File: src/rtl/sipo_deser_if.sv
// Serial-in / word-out bundle for sipo_deser: bit stream in, word handshake out.
interface sipo_deser_if #(
    parameter int WIDTH = 8
);
    localparam int CW = $clog2(WIDTH + 1);

    logic             bit_in;
    logic             bit_valid;
    logic [WIDTH-1:0] word_out;
    logic             word_valid;
    logic             word_ready;
    logic [CW-1:0]    bit_count;
    logic             overflow;
    logic             parity_err;

    modport master (
        output bit_in, bit_valid, word_ready,
        input  word_out, word_valid, bit_count, overflow, parity_err
    );

    modport slave (
        input  bit_in, bit_valid, word_ready,
        output word_out, word_valid, bit_count, overflow, parity_err
    );
endinterface

File: src/rtl/sipo_deser.sv
// Double-buffered serial-to-parallel deserializer with sticky overflow.
// Define SIPO_PARITY_EN to expect an even-parity beat after each word.
module sipo_deser #(
    parameter int WIDTH     = 8,
    parameter bit MSB_FIRST = 1'b0
) (
    input logic         clk,
    input logic         rst,
    sipo_deser_if.slave io
);
    localparam int CW = $clog2(WIDTH + 1);

    typedef enum logic [1:0] {
        IDLE,
`ifdef SIPO_PARITY_EN
        PARITY,
`endif
        SHIFT
    } state_t;

    state_t           state_q;
    logic [CW-1:0]    cnt_q;
    logic [WIDTH-1:0] shift_q, shift_d;
    logic [WIDTH-1:0] word_q, word_d;
    logic             valid_q;
    logic             ovf_q;
    logic             last_bit;
    logic             done;
    logic             load;
    logic             drop;
    logic             consume;
`ifdef SIPO_PARITY_EN
    logic             perr_q, perr_d;
`endif

    always_comb begin
        if (MSB_FIRST) shift_d = {shift_q[WIDTH-2:0], io.bit_in};
        else           shift_d = {io.bit_in, shift_q[WIDTH-1:1]};
        last_bit = (state_q == SHIFT) && (cnt_q == CW'(WIDTH - 1));
`ifdef SIPO_PARITY_EN
        // Word is complete only once its parity beat arrives.
        done   = io.bit_valid && (state_q == PARITY);
        word_d = shift_q;
        perr_d = (^shift_q) != io.bit_in;
`else
        done   = io.bit_valid && last_bit;
        word_d = shift_d;
`endif
        load    = done && (!valid_q || io.word_ready);
        drop    = done && valid_q && !io.word_ready;
        consume = !done && valid_q && io.word_ready;
    end

    always_ff @(posedge clk) begin
        if (rst) begin
            state_q <= IDLE;
            cnt_q   <= '0;
            shift_q <= '0;
            word_q  <= '0;
            valid_q <= 1'b0;
            ovf_q   <= 1'b0;
`ifdef SIPO_PARITY_EN
            perr_q  <= 1'b0;
`endif
        end else begin
            if (io.bit_valid) begin
                unique case (state_q)
                    IDLE: begin
                        shift_q <= shift_d;
                        cnt_q   <= CW'(1);
                        state_q <= SHIFT;
                    end
                    SHIFT: begin
                        shift_q <= shift_d;
                        if (last_bit) begin
                            cnt_q   <= '0;
`ifdef SIPO_PARITY_EN
                            state_q <= PARITY;
`else
                            state_q <= IDLE;
`endif
                        end else begin
                            cnt_q <= cnt_q + 1'b1;
                        end
                    end
`ifdef SIPO_PARITY_EN
                    PARITY: state_q <= IDLE;
`endif
                    default: state_q <= IDLE;
                endcase
            end

            unique case (1'b1)
                load: begin
                    word_q  <= word_d;
                    valid_q <= 1'b1;
`ifdef SIPO_PARITY_EN
                    perr_q  <= perr_d;
`endif
                end
                drop:    ovf_q   <= 1'b1;
                consume: valid_q <= 1'b0;
                default: ;
            endcase
        end
    end

    assign io.word_out   = word_q;
    assign io.word_valid = valid_q;
    assign io.bit_count  = cnt_q;
    assign io.overflow   = ovf_q;
`ifdef SIPO_PARITY_EN
    assign io.parity_err = perr_q & valid_q;
`else
    assign io.parity_err = 1'b0;
`endif
endmodule

File: src/flat_wrapper.sv
// flat-port wrapper written by rule: the top's interface ports become plain ports
module sipo_deser_flat 
#(
    parameter int WIDTH     = 8,
    parameter bit MSB_FIRST = 1'b0
)
  (clk, rst, io_bit_in, io_bit_valid, io_word_ready, io_word_out, io_word_valid, io_bit_count, io_overflow, io_parity_err);
  sipo_deser_if #(.WIDTH(WIDTH)) io_i ();
  input logic clk;
  input logic rst;
  input wire logic [$bits(io_i.bit_in)-1:0] io_bit_in;
  input wire logic [$bits(io_i.bit_valid)-1:0] io_bit_valid;
  input wire logic [$bits(io_i.word_ready)-1:0] io_word_ready;
  output wire logic [$bits(io_i.word_out)-1:0] io_word_out;
  output wire logic [$bits(io_i.word_valid)-1:0] io_word_valid;
  output wire logic [$bits(io_i.bit_count)-1:0] io_bit_count;
  output wire logic [$bits(io_i.overflow)-1:0] io_overflow;
  output wire logic [$bits(io_i.parity_err)-1:0] io_parity_err;
  assign io_i.bit_in = io_bit_in;
  assign io_i.bit_valid = io_bit_valid;
  assign io_i.word_ready = io_word_ready;
  assign io_word_out = io_i.word_out;
  assign io_word_valid = io_i.word_valid;
  assign io_bit_count = io_i.bit_count;
  assign io_overflow = io_i.overflow;
  assign io_parity_err = io_i.parity_err;
  sipo_deser #(.WIDTH(WIDTH), .MSB_FIRST(MSB_FIRST)) u_core (.clk(clk), .rst(rst), .io(io_i));
endmodule
File: config.mk
export PLATFORM = sky130hd
export DESIGN_NAME = sipo_deser_flat
export DESIGN_NICKNAME = d
export VERILOG_FILES = /design/src/rtl/sipo_deser_if.sv /design/src/rtl/sipo_deser.sv /design/src/flat_wrapper.sv
export SDC_FILE = /design/constraint.sdc
export NUM_CORES = 1
export LEC_CHECK = 0
export CORE_MARGIN = 1
export CORE_UTILIZATION = 48
export DETAILED_ROUTE_END_ITERATION = 8
export PLACE_DENSITY = 0.75
export SYNTH_ARGS = -nofsm -noshare
export SYNTH_HDL_FRONTEND = slang
export SYNTH_SLANG_ARGS = --single-unit
File: constraint.sdc
create_clock -name clk -period 1.95 [get_ports clk]
set_clock_uncertainty 0.2 [all_clocks]
set_input_delay 0.39 -clock clk [delete_from_list [all_inputs] [get_ports clk]]
set_output_delay 0.39 -clock clk [all_outputs]
set_load 0.02 [all_outputs]
# Word-level counts from Yosys, hierarchy flattened

Cells that the tools add are included.

Register bits: 24
Input bits: 5
Output and inout bits: 15
Word-level logic and storage cells: 33

$add $sub $neg: 1
Equality and inequality tests: 3
Muxes and demuxes: 5
Reduce and logical (&&, ||, !) cells: 18

Operator list:

| operator                                                         | count |
|---|---|
| 4-bit one-hot mux with 2 select lines                            | 1 |
| 1-bit logical AND                                                | 7 |
| 2-bit AND reduction                                              | 3 |
| 4-bit by 1-bit adder with 4-bit output (second input constant)   | 1 |
| 4-bit by 3-bit == test with 1-bit output (second input constant) | 1 |
| 4-bit two-way mux                                                | 1 |
| 2-bit one-hot mux with 2 select lines                            | 1 |
| 2-bit nonzero test                                               | 2 |
| 1-bit logical NOT                                                | 3 |
| 2-bit by 1-bit == test with 1-bit output (second input constant) | 1 |
| 2-bit logical NOT                                                | 1 |
| 2-bit two-way mux                                                | 1 |
| 2-bit by 1-bit != test with 1-bit output (second input constant) | 1 |
| 1-bit one-hot mux with 2 select lines                            | 1 |
| 2-bit OR reduction                                               | 1 |
| 1-bit logical OR                                                 | 1 |

# Logic depth before layout (Yosys ltp)

Gate-level depths: netlist (run 1).

Depth after elaboration: 7
Depth in mapped cells: 4
Gate-level depth less buffers: 4

# Worst setup path after synthesis (run 1)

Ideal clock, no wire load.

Path type: reg-to-reg
Start: register u_core.cnt_q[0] (netlist: u_core.io.bit_count[0])
End: register u_core.word_q[0] (netlist: u_core.io.word_out[0])
Setup time: 0.072 ns
Arrival time: 1.479 ns
Required time: 1.678 ns
Path slack: 0.199 ns
Cell stages (with the launch flop): 5
Buffers on the path: 0
Period minus slack after synthesis: 1.751 ns
Cells stage by stage: dfxtp_1 ha_1 nand3b_4 nor3_4 mux2i_1

Cells in the longest elaborated chain, start to end: 4

RTL lines:

| what                                     | line             | source |
|---|---|---|
| start, declared                          | sipo_deser.sv:22 | `logic [CW-1:0] cnt_q;` |
| start signal, assigned                   | sipo_deser.sv:83 | `cnt_q <= cnt_q + 1'b1;` |
| 4-bit by 3-bit == test with 1-bit output | sipo_deser.sv:39 | `last_bit = (state_q == SHIFT) && (cnt_q == CW'(WIDTH - 1));` |
| 1-bit logical AND                        | sipo_deser.sv:39 |  |
| 1-bit logical AND                        | sipo_deser.sv:46 | `done = io.bit_valid && last_bit;` |
| 1-bit logical AND                        | sipo_deser.sv:49 | `load = done && (!valid_q \|\| io.word_ready);` |
| end signal, assigned                     | sipo_deser.sv:95 | `word_q <= word_d;` |
| end, declared                            | sipo_deser.sv:24 | `logic [WIDTH-1:0] word_q, word_d;` |

No other way between the ends.
A chain may end at the register's enable or synchronous reset.

# Worst setup path after layout (run 1)

Start: register u_core.word_q[1] (netlist: u_core.io.word_out[1])
End: output port io_word_out[1]

RTL lines:

| what          | line               | source |
|---|---|---|
| end, declared | flat_wrapper.sv:14 | `output wire logic [$bits(io_i.word_out)-1:0] io_word_out;` |

No word-level cell between the ends.

==> flow_summary.yaml, run 1 <==
drt:
  drt_wl_total_um: 1530
  drt-vias-per-instance: 4.85
  dr.first_iter.drc_count: 3
  drt-wirelength-per-cell_um: 10.8
  dr.pass1.iters: 4
  num_vias: 684
  drc: 0
  ant_nets: 0
hold_path:
  hp-start: "u_core.io.overflow"
  hold_path_depth: 2
  hold_end: "u_core.io.overflow"
  hold_class: "flop to flop"
power_and_ir_drop:
  ir_drop_uv: 365
  p_per_area_nw_per_um2: 628
  p_leak_nw: 0.520
placed_design:
  portBuffers: 18
  dp_hpwl_um: 1050
  gp_congestion: 0.711
  dpl-instance-area_sq_um: 1180
layout:
  fin_nets: 123
  fillerInstances: 162
  antenna_cells: 0
  layout-drive-gt1-share_pct: 11.2
  area_growth_pct: 26.7
  design_area_sq_um: 1220
  final_common_cell: "dfxtp_1"
  layout_common_cells: "22 x dfxtp_1, 17 x nand2b_1, 16 x mux2i_1"
  fin_util_pct: 67.5
critical_path:
  reg2reg_slack_ns: 0.25
  r2r_cells: 4
  max_stage_delay_ns: 0.61
  critPathSlowestCell: "clkdlybuf4s50_1"
  required_ns: 1.36
  critPathBufInv: 1
  cp.arrival_ns: 1.26
  regToRegStartpoint: "u_core.io.bit_count[0]"
  crit_path_end_kind: "primary output"
  cp_cell_sequence: "clkdlybuf4s50_1"
  path_max_fanout: 2
  r2r_end: "u_core.io.overflow"
  startpoint_type: "flop"
  crit_family: "buffers and inverters"
  crit_type: "flop to primary output"
grt:
  gr-total-overflow: 0
  grt_pass1_wl_um: 2540
  grt_use_total_pct: 16.7
  grt_max_degree: 32
  grt_pass1_vias: 589
  antenna_found_initial: 0
floorplan:
  coreArea_sq_um: 1800
  rows: 15
  ios: 20
  dieWidth_um: 46.7
  start_util_pct: 53.3
  dieArea_sq_um: 2180
  die_h_um: 46.7
synthesis:
  synth_top_area_share_pct: 45.9
  ys_warn_count: 0
  syn_area_sq_um: 960
  synth_seq_area_share_pct: 45.9
  synth_area_leaders: "dfxtp_1 46%, mux2i_1 17%, nand2b_1 11%"
  ys_types: 25
  syn_nets: 103
  syn-mean-instance-area_sq_um: 9.89
  synth_top_area_cell: "dfxtp_1"
  yosys_register_bits: 22
  netlist_instances: 97
timing:
  finalSetupTns_ns: 0
  max_freq_mhz: 540
  fin_crit_ns: 1.85
  rsz0062_at_grt: "no"
  setup_viol: 0
  slew_violations: 0
  hold_violations: 0
  timing.final.crit_share_pct: 94.9
clock_tree:
  htreeDepth: 1
  clock-sinks: 22
  ctsHoldBuffers: 0
  clkSlewWorstSetupHoldPaths_ns: 0.12
  clkLatencyLatePin_ns: 0.30
  cts_made_buffers: 3
  postCtsSetupBuffers: 0
  cts-root-buf: "clkbuf_4"
  cts_tree: "done"
  clk_path_buf_depth: 2
run_status:
  status: "finished, final reports clean"
run:
  maxCapViolCount: 0
-- Yosys cell counts --
| cell type | n |
|---|---|
| conb_1 | 1 |
| buf_4 | 1 |
| nor3_1 | 2 |
| nand2b_1 | 17 |
| a21oi_1 | 4 |
| nand2_2 | 1 |
| or2b_1 | 1 |
| buf_2 | 1 |
| nand3_1 | 2 |
| dfxtp_1 | 22 |
| clkbuf_2 | 1 |
| nor3_4 | 1 |
| ha_1 | 1 |
| o21ai_0 | 1 |
| nand3b_4 | 1 |
| and3b_2 | 1 |
| nor2b_1 | 3 |
| mux2i_1 | 16 |
| inv_1 | 3 |
| or3b_2 | 1 |
| nand3b_1 | 1 |
| o21ba_2 | 1 |
| clkbuf_1 | 3 |
| o32ai_1 | 1 |
| nor2_1 | 10 |
-- worst register-to-register path, cell delays in order (launching register included) --
cell and delay (ns):
dfxtp_1 0.44, ha_1 0.27, nand3b_4 0.13, or3b_2 0.47
a21oi_1 0.14
-- layer usage --
layer / up-vias / part of all wire (%) / GRT usage [%]
met2: 10 / 46 / 24.7
met3: 0 / 3.1 / 4.71
met1: 317 / 51 / 22.8
met4: 0 / 0 / 6.86
met5: - / 0 / 0
li1: 357 / - / -
-- sequential cells by signal, indices dropped and copies added (netlist names) --
name / cells
u_core.shift_q: 7
u_core.io.word_out: 8
u_core.io.overflow: 1
u_core.io.word_valid: 1
u_core.io.bit_count: 4
u_core.state_q: 1
-- through the flow --
stage	std cells	total power, mW	setup WS [ns]	hold WS (ns)
after floorplan	97	0.510	0.199	0.251
after global placement	137	0.527	0.0345	0.234
after detailed placement	137	0.528	0.00262	0.237
after CTS	141	0.770	0.0158	0.255
after global routing	141	0.793	0.0451	0.289
final	141	0.763	0.0991	0.249
-- layout make-up --
type	count	area, sq um	share of cell area [%]
inverter	3	11.3	0.926
timing repair buffer	21	218	17.9
multi-input combinational	66	479	39.4
clock buffer	4	36.3	2.98
tap	25	31.3	2.57
sequential	22	440	36.2
-- how the worst max path moves through the flow --
stage	startpoint	to	slack (ns)	cells past startpoint
global placement	io_word_ready	u_core.io.overflow	0.03	4
floorplan	u_core.io.bit_count[0]	u_core.io.word_out[0]	0.20	4
global route	u_core.io.overflow	io_overflow	0.05	1
finish	u_core.io.word_out[1]	io_word_out[1]	0.1	1
CTS	u_core.io.bit_count[3]	io_bit_count[3]	0.02	1
detailed placement	io_word_ready	u_core.io.overflow	0.003	4
-- cell families (layout without fill, tap and decap cells) --
group / Yosys count / count (layout) / synth area share, %
AOI/OAI and AO/OA: 7 / 7 / 4.56
DFF: 22 / 22 / 45.9
buffers and inverters: 9 / 28 / 4.17
adders and majority gates: 1 / 1 / 1.30
muxes: 16 / 16 / 16.7
and+or+nand+nor: 41 / 41 / 27.0
other: 1 / 1 / 0.391
-- power by group --
part           internal, mW  switching, mW  leakage (nW)
sequential            0.456        0.00718         0.178
combinational        0.0274         0.0271         0.321
clock                 0.114          0.132        0.0210
total                 0.597          0.167         0.520
-- repair_timing --
| action | in CTS | in global routing |
|---|---|---|
| setup endpoints to repair | 2 | 2 |
| resized for setup | 2 | 2 |
| pin swaps | 0 | 0 |
Note: power is estimated with default switching activity, not from simulation.
==> inputs of run 2 (changes only) <==
--- a/config.mk
+++ b/config.mk
@@ -6,9 +6,11 @@
 export NUM_CORES = 1
 export LEC_CHECK = 0
 export CORE_MARGIN = 1
-export CORE_UTILIZATION = 48
+export CORE_UTILIZATION = 50
+export CTS_BUF_LIST = sky130_fd_sc_hd__clkbuf_4
 export DETAILED_ROUTE_END_ITERATION = 8
-export PLACE_DENSITY = 0.75
+export MAX_ROUTING_LAYER = met4
+export PLACE_DENSITY = 0.88
 export SYNTH_ARGS = -nofsm -noshare
 export SYNTH_HDL_FRONTEND = slang
 export SYNTH_SLANG_ARGS = --single-unit
==> run 2 against run 1 <==
Against the previous run:
- die area decreased by 3.8%
- critical path type unchanged
- power up 13%
- worst setup slack worse by 0.030 ns
- design area rose by 1.6%
- sequential share of layout area is 0.59 points lower
- core utilization rose by 2.6 points
- critical endpoint is now io_word_out[0]
- final cell count is 0.71% higher
- non-clock buffer count rose by 1
==> flow_summary.yaml, run 2 (synthesis gave the netlist of run 1 again) <==
placed_design:
  post-place-ws_ns: 0.0853
  gp_congestion: 0.703
  dp.cells: 138
  dpl-instance-area_sq_um: 1180
  portBuffers: 18
  dp_hpwl_um: 1260
grt:
  antenna_found_initial: 0
  grt_pass1_wl_um: 2830
  grt_use_total_pct: 19.7
  grt_max_degree: 32
  gr-total-overflow: 0
  grt_pass1_vias: 659
layout:
  fin_util_pct: 70.1
  layout-drive-gt1-share_pct: 12.0
  fin_nets: 124
  design_area_sq_um: 1240
  area_growth_pct: 28.8
  layout_common_cells: "22 x dfxtp_1, 17 x nand2b_1, 16 x mux2i_1"
  antenna_cells: 0
  largest_register_ffs: 8
  final_common_cell: "dfxtp_1"
  finalNonFillerCells: 142
clock_tree:
  cts-root-buf: "clkbuf_4"
  cts_tree: "done"
  ctsHoldBuffers: 0
  clkSlewWorstSetupHoldPaths_ns: 0.12
  postCtsSetupBuffers: 0
  clock-sinks: 22
  cts_made_buffers: 3
  htreeDepth: 1
  clkLatencyLatePin_ns: 0.30
  clk_path_buf_depth: 2
drt:
  num_vias: 713
  dr.first_iter.drc_count: 12
  drt-wirelength-per-cell_um: 12.4
  ant_nets: 0
  drt-vias-per-instance: 5.02
  dr.pass1.iters: 4
  drc: 0
  drt_wl_total_um: 1760
critical_path:
  path_max_fanout: 2
  crit_start: "u_core.io.word_out[0]"
  r2r_cells: 4
  crit_type: "flop to primary output"
  cp_cell_sequence: "clkdlybuf4s50_1"
  crit_family: "buffers and inverters"
  regToRegStartpoint: "u_core.io.bit_count[0]"
  max_stage_delay_ns: 0.62
  startpoint_type: "flop"
  critPathBufInv: 1
  cp.arrival_ns: 1.29
  critPathSlowestCell: "clkdlybuf4s50_1"
  required_ns: 1.36
  reg2reg_slack_ns: 0.26
  r2r_end: "u_core.io.overflow"
  crit_path_end_kind: "primary output"
timing:
  max_freq_mhz: 532
  slew_violations: 0
  finalWorstSetupSlack_ns: 0.0687
  fin_crit_ns: 1.88
  setup_viol: 0
  timing.final.crit_share_pct: 96.5
  whs_ns: 0.254
  hold_violations: 0
  finalSetupTns_ns: 0
  rsz0062_at_grt: "no"
power_and_ir_drop:
  p_per_area_nw_per_um2: 698
  p_leak_nw: 0.519
  ir_drop_uv: 550
  p_total_mw: 0.863
floorplan:
  rows: 15
  die_h_um: 45.8
  dieWidth_um: 45.8
  ios: 20
  coreArea_sq_um: 1760
  dieArea_sq_um: 2100
  start_util_pct: 54.4
hold_path:
  hold_path_depth: 2
  hold_class: "flop to flop"
  hp-start: "u_core.io.overflow"
  hold_end: "u_core.io.overflow"
run:
  maxCapViolCount: 0
run_status:
  status: "finished, final reports clean"
run 2: cell types whose count changed in the layout (fill, tap and decap cells not counted), sizes merged:
cell          delta
buf              +1
bufinv           +1
clkbuf           -1
dlygate4sd2      +1
dlymetal6s2s     -1
run 2: area by class of cell:
cell class / instances / area, sq um
clock buffer: 3 / 22.5
clock inverter: 1 / 30.0
fill: 152 / 528
inverter: 3 / 11.3
multi-input combinational: 66 / 479
sequential: 22 / 440
tap: 25 / 31.3
timing repair buffer: 22 / 221
run 2: how the worst max path moves through the flow:
stage               depth (start not counted)  slack (ns)                    end
finish                                      1        0.07         io_word_out[0]
global route                                1        0.03         io_word_out[3]
CTS                                         1       0.008        io_bit_count[3]
detailed placement                          6        0.09  u_core.io.word_out[0]
global placement                            4        0.13     u_core.io.overflow
floorplan                                   4        0.20  u_core.io.word_out[0]
run 2: timing repair:
action | CTS | global route
endpoints found under the setup margin | 3 | 1
gates resized for setup | 3 | 1
endpoints found under the hold margin | 0 | 0
pin swaps | 0 | 0
run 2: per-layer routing:
metal	track usage, %	up-vias	wire (um)
met5	-	-	0
met4	9.41	0	18
met3	4.76	2	39
met2	31.7	10	907
met1	23.0	339	798
li1	-	362	-
run 2: power breakdown:
| group | switching (mW) | internal (mW) |
|---|---|---|
| combinational | 0.0281 | 0.0271 |
| clock | 0.137 | 0.208 |
| sequential | 0.00736 | 0.456 |
| total | 0.173 | 0.690 |
